===== config.mk =====
export PLATFORM = sky130hd
export DESIGN_NAME = cone_eval_arbiter
export DESIGN_NICKNAME = d
export VERILOG_FILES = /design/src/rtl/cone_eval_arbiter.sv
export SDC_FILE = /design/constraint.sdc
export NUM_CORES = 1
export LEC_CHECK = 0
export ABC_CLOCK_PERIOD_IN_PS = 2220
export BUFFER_PORTS_ARGS = -buffer_cell sky130_fd_sc_hd__buf_2
export CELL_PAD_IN_SITES_DETAIL_PLACEMENT = 0
export CELL_PAD_IN_SITES_GLOBAL_PLACEMENT = 1
export CORE_UTILIZATION = 35
export CTS_CLUSTER_SIZE = 10
export DETAILED_ROUTE_END_ITERATION = 6
export PLACE_DENSITY_LB_ADDON = 0.1
export SKIP_CTS_REPAIR_TIMING = 1
export SLEW_MARGIN = 0
export SYNTH_ARGS = -nofsm -noshare
export SYNTH_HDL_FRONTEND = slang
export SYNTH_SLANG_ARGS = --single-unit

===== constraint.sdc =====
create_clock -name clk -period 2.22 [get_ports clk]
set_clock_uncertainty 0.05 [all_clocks]
set_input_delay 0.222 -clock clk [delete_from_list [all_inputs] [get_ports clk]]
set_output_delay 0.222 -clock clk [all_outputs]
set_load 0.01 [all_outputs]

===== src/rtl/cone_eval_arbiter.sv =====
// Round-robin arbiter sharing one 5-input AOI cone between NUM_REQ requesters.
// Each accepted operand vector is registered, evaluated once, and returned on a
// valid/ready response channel that carries the requester id.
//
// state | meaning
// IDLE  | waiting for a request; req_ready is the one-hot round-robin grant
// EVAL  | cone evaluated from the registered operand into rsp_data / rsp_id
// RESP  | result presented; held until rsp_ready completes the handshake
module cone_eval_arbiter #(
  parameter int NUM_REQ = 4,
  parameter int IDW     = (NUM_REQ > 2) ? $clog2(NUM_REQ) : 1,
  parameter int CNTW    = 16
) (
  input  logic                 clk,
  input  logic                 rst_n,
  input  logic [NUM_REQ-1:0]   req_valid,
  input  logic [NUM_REQ*5-1:0] req_vec,
  output logic [NUM_REQ-1:0]   req_ready,
  output logic                 rsp_valid,
  input  logic                 rsp_ready,
  output logic [IDW-1:0]       rsp_id,
  output logic                 rsp_data,
  output logic                 busy,
  output logic [CNTW-1:0]      grant_cnt
);

  typedef enum logic [1:0] {IDLE, EVAL, RESP} state_t;

  localparam logic [IDW:0]   NUM_REQ_W = NUM_REQ[IDW:0];
  localparam logic [IDW-1:0] LAST_ID   = IDW'(NUM_REQ - 1);

  state_t         state;
  state_t         state_nxt;
  logic [IDW-1:0] ptr;
  logic [IDW-1:0] win_id;
  logic           win_found;
  logic [IDW:0]   cand;
  logic [4:0]     op_vec;
  logic [IDW-1:0] op_id;
  logic           accept;

  // Rotating priority search: first valid requester at or after ptr, with wrap.
  always_comb begin
    win_found = 1'b0;
    win_id    = '0;
    cand      = '0;
    for (int k = 0; k < NUM_REQ; k++) begin
      cand = {1'b0, ptr} + (IDW+1)'(k);
      if (cand >= NUM_REQ_W) begin
        cand = cand - NUM_REQ_W;
      end
      if (!win_found && req_valid[cand[IDW-1:0]]) begin
        win_found = 1'b1;
        win_id    = cand[IDW-1:0];
      end
    end
  end

  assign accept    = (state == IDLE) && win_found;
  assign rsp_valid = (state == RESP);
  assign busy      = (state != IDLE);

  // One-hot grant, only ever offered while idle.
  always_comb begin
    req_ready = '0;
    if (accept) begin
      req_ready[win_id] = 1'b1;
    end
  end

  // Next-state decode.
  always_comb begin
    state_nxt = state;
    case (state)
      IDLE:    if (accept) state_nxt = EVAL;
      EVAL:    state_nxt = RESP;
      RESP:    if (rsp_ready) state_nxt = IDLE;
      default: state_nxt = IDLE;
    endcase
  end

  // State register.
  always_ff @(posedge clk or negedge rst_n) begin
    if (!rst_n) begin
      state <= IDLE;
    end else begin
      state <= state_nxt;
    end
  end

  // Operand capture, pointer advance, grant counting and cone evaluation.
  always_ff @(posedge clk or negedge rst_n) begin
    if (!rst_n) begin
      ptr       <= '0;
      op_vec    <= '0;
      op_id     <= '0;
      rsp_id    <= '0;
      rsp_data  <= 1'b0;
      grant_cnt <= '0;
    end else begin
      if (accept) begin
        op_vec <= req_vec[win_id*5 +: 5];
        op_id  <= win_id;
        ptr    <= (win_id == LAST_ID) ? '0 : win_id + 1'b1;
        if (grant_cnt != '1) begin
          grant_cnt <= grant_cnt + 1'b1;
        end
      end
      if (state == EVAL) begin
        rsp_id   <= op_id;
        rsp_data <= ~((op_vec[0] & op_vec[1] & op_vec[2]) | (op_vec[4] & ~op_vec[3]));
      end
    end
  end

endmodule


# Yosys cells after proc, flatten, opt, wreduce, memory -nomap -nowiden
# Cells that the tools add are included.
classes:
  n_addsub: 9
  mul: 1
  order_cmp: 10
  eq_ne: 6
  n_shift: 1
  muxes: 27
  bitwise: 6
  n_reduce_logical: 12
op_table:
  columns: ["cell", "n"]
  rows:
  - ["$mux 2", 11]
  - ["$shiftx 20x6->5", 1]
  - ["$add 16x1->16 const B", 1]
  - ["$ne 16x16->1 const B", 1]
  - ["$lt 2x3->1 const B", 5]
  - ["$ge 3x3->1 const B", 3]
  - ["$mux 1", 9]
  - ["$bmux 1 s2", 4]
  - ["$sub 2x1->2 const B", 4]
  - ["$add 2x2->3 const B", 2]
  - ["$pmux 2 s3", 1]
  - ["$logic_and 1x1->1", 5]
  - ["$mul 2x3->5 const B", 1]
  - ["$eq 2x2->1 const B", 2]
  - ["$mux 4", 1]
  - ["$reduce_and 2->1", 2]
  - ["$add 2x1->3 const B", 1]
  - ["$and 1x1->1", 3]
  - ["$ge 2x3->1 const B", 1]
  - ["$logic_not 1->1", 3]
  - ["$add 2x1->2 const B", 1]
  - ["$demux 1 s2", 1]
  - ["$eq 2x1->1 const B", 1]
  - ["$ge 2x1->1 const B", 1]
  - ["6 further kinds", 7]
totals:
  ff_bits: 30
  inputBits: 27
  out_inout_bits: 25
  word_cells: 79

# Depth between registers and ports, before layout
logic_depth:
  word_depth: 19
  ltp_mapped: 8
  ltp_nobuf: 7

# Least setup slack after synthesis
# Ideal clock, no wire load.
synth_timing:
  path_type: "flip-flop to output port"
  startpoint: "reg state[1]"
  endpoint: "out req_ready[2]"
  arrival_time_ps: 1507
  t_required_ps: 1948
  path_slack_ps: 441
  path_stages_with_launch: 6
  path_buffers: 2
  path_cell_list: "dfrtp_1 -> or2_1 -> or2_0 -> buf_6 -> clkbuf_1 -> nor3_1"
synth_between:
  elab_chain_len: 3
synth_rtl:
  columns: ["item", "line", "text"]
  rows:
  - ["start: declaration", "32", "state_t state;"]
  - ["start signal: assignment", "87", "state <= state_nxt;"]
  - ["$logic_not 2->1", "59", "assign accept = (state == IDLE) && win_found;"]
  - ["$logic_and 1x1->1", "59", null]
  - ["$mux 4", "66", "if (accept) begin"]
  - ["end: declaration", "18", "output logic [NUM_REQ-1:0] req_ready,"]
# No other way between the ends.

# Final worst setup path
layout_timing:
  startpoint: "reg state[1]"
  endpoint: "out req_ready[1]"
# Same word-level chain as after synthesis.

==> metrics.txt <==
Yosys reg bits=30; Placed Instance Area=1860 µm²; Syn Std Cell Area=1550 µm²; Startpoint Class=register; via count=1251; crit-path max cell delay=around 0.38 ns; Distinct cells, synth=35; die width=about 69 µm; Cell Pwr Density=roughly 1200 nW/µm²; max-cap check violation count=0; status=finished, final reports clean; TritonCTS clock tree=yes; slowest CP cell=dfrtp_1; Pins Over Slew Limit=0; Mapped Nets=170; worst-path fanout max=17; PortBufs=a little over 50; Design Area, Final=1950 µm²; RSZ-0062 raised after global routing=false; final hold vios=0; Row Count=23; Reg2Reg Launch Point=state[1]; Tmin final=2.04 ns; post-route antenna net violation count=0; CP Cell Sequence=or2_1 -> or2_0 -> buf_6 -> inv_2 -> nand2_2 -> nor2_1 -> buf_2; Static Leak=just under 1 nW; multi-input logic area=about 750 µm²; WP data required=roughly 2.0 ns; dpl hpwl=2430 µm; global-route wire length before repair=5200 µm; setup TNS=0 ns; largest net degree at the start of global routing=31; min-delay worst type=input pin to register; syn avg cell area=11.0 µm²; Final Cycle Share=0.918; die area=4700 µm²; clock sink count=30; Setup CP Type=register to output port; Peak VDD IR=0.497 mV; Routability Congestion=0.691; FF+latch area=751 µm²; vias per inst=approximately 5.0; # DRC=0; post-synthesis sequential area ratio=0.484; Synth warnings=0; drt pass-1 iters=4; Die Y=68.6 µm; hold wc startpoint=rsp_ready; vias in the first global route=1166; Arr. time, crit path=1.77 ns; All-Layer GR Usage=0.154; relative slew slack=0.568; n_diodes=0; nets=228; layout cells sized above 1=0.352; WL per Instance=13.2 µm; Max Fclk=490 MHz; CTS buffer count=5; most frequent cells in the layout=51 x buf_2, 30 x dfrtp_1, 20 x nand2_1, 12 x xnor2_1, 10 x mux2i_1; CTS clk-pin slew, worst paths=0.06 ns; endpoints failing setup=0; commonest non-fill, non-tap cell in the layout=buf_2; Initial Utilization=0.377; H-tree depth=2; Async S/R FF share, synth=1.00; Synth Instances=141; Total Wirelength=3290 µm; area grow syn2layout=26.0%; initial antenna violation count=0; clk buf depth=2; CORE AREA=4120 µm²; Root Driver=clkbuf_8; clock latency on the worst-skew pair=~0.28 ns; Slew @ Worst Pin=0.648 ns; EDFF count, synth=0; fillers=403; grt total ovfl=0; top_reg_cell synth=dfrtp_1; CP startpoint=state[1]; DRT iter0 DRCs=44; IO Count=52; CP endpoint kind=output port
per-layer routing:
| metal | vias up | routed length (µm) | GRT usage |
|---|---|---|---|
| li1 | 618 | - | - |
| met1 | 599 | 1580 | 0.209 |
| met2 | 27 | 1510 | 0.227 |
| met3 | 7 | 144 | 0.0444 |
| met4 | 0 | 55 | 0.0703 |
| met5 | - | 0 | 0 |
synthesized netlist by cell type (all sizes together), types with 3 or more instances:
cell type,instances,area (µm²)
nand3,6,30.0
and3,3,18.8
o221ai,5,43.8
inv,7,26.3
xor2,3,26.3
xnor2,12,105
nand2,21,78.8
nand4,7,43.8
dfrtp,30,751
mux2,3,33.8
o21ai,5,25.0
mux2i,10,100
nor3,4,42.5
layout make-up:
class / count / share of cell area
Timing Repair Buffer: 54 / 0.145
Tap cell: 50 / 0.0320
Inverter: 7 / 0.0135
Multi-Input combinational cell: 101 / 0.386
Sequential cell: 30 / 0.384
Clock buffer: 7 / 0.0391
path summary, 6_finish.rpt:
check | to | slack, ns | cells past startpoint
max | req_ready[1] | 0.18 | 7
min | state[1] | 0.10 | 2
max reg2reg | grant_cnt[15] | 0.35 | 6
min reg2reg | op_id[1] | 0.44 | 2
max in group asynchronous | op_vec[1] | 1.23 | 2
min in group asynchronous | grant_cnt[11] | 0.46 | 2
flip-flops by register name, summed over array words and instances, names as in the netlist:
name / flops
grant_cnt: 16
op_id: 2
op_vec: 5
ptr: 2
rsp_data: 1
rsp_id: 2
state: 2
kinds of logic after synthesis:
family | synth area share
AOI/OAI and AO/OA | 0.113
xor gates and xnor gates | 0.0847
adders and majority gates | 0.0161
buffers and inverters | 0.0315
DFF | 0.484
muxes | 0.0864
and+or+nand+nor | 0.184
per-stage QoR:
stage | std cells | total power, W | setup WS, ns | hold slack, ns | utilization
after floorplan | 141 | 0.00159 | 0.441 | -0.124 | -
after CTS | 248 | 0.00230 | 0.0227 | -0.0581 | 0.471
final | 249 | 0.00229 | 0.181 | 0.104 | 0.475
after global placement | 241 | 0.00186 | 0.347 | 0.235 | 0.452
after global routing | 249 | 0.00248 | 0.0238 | 0.105 | 0.475
after detailed placement | 241 | 0.00189 | 0.323 | 0.243 | 0.452
critical path, delay by kind of cell, from the launching register on:
kind,cells,cell delay (ns)
buffers and inverters,3,0.41
flip-flops,1,0.38
AND/OR/NAND/NOR,4,0.71
report_power, final:
part | switching, W | internal [W] | total (W)
Sequential | 0.000171 | 0.000741 | 0.000912
Combinational | 0.000531 | 0.000442 | 0.000973
Clock | 0.000186 | 0.000215 | 0.000401
Total | 0.000888 | 0.00140 | 0.00229
(Power assumes the default switching activity.)
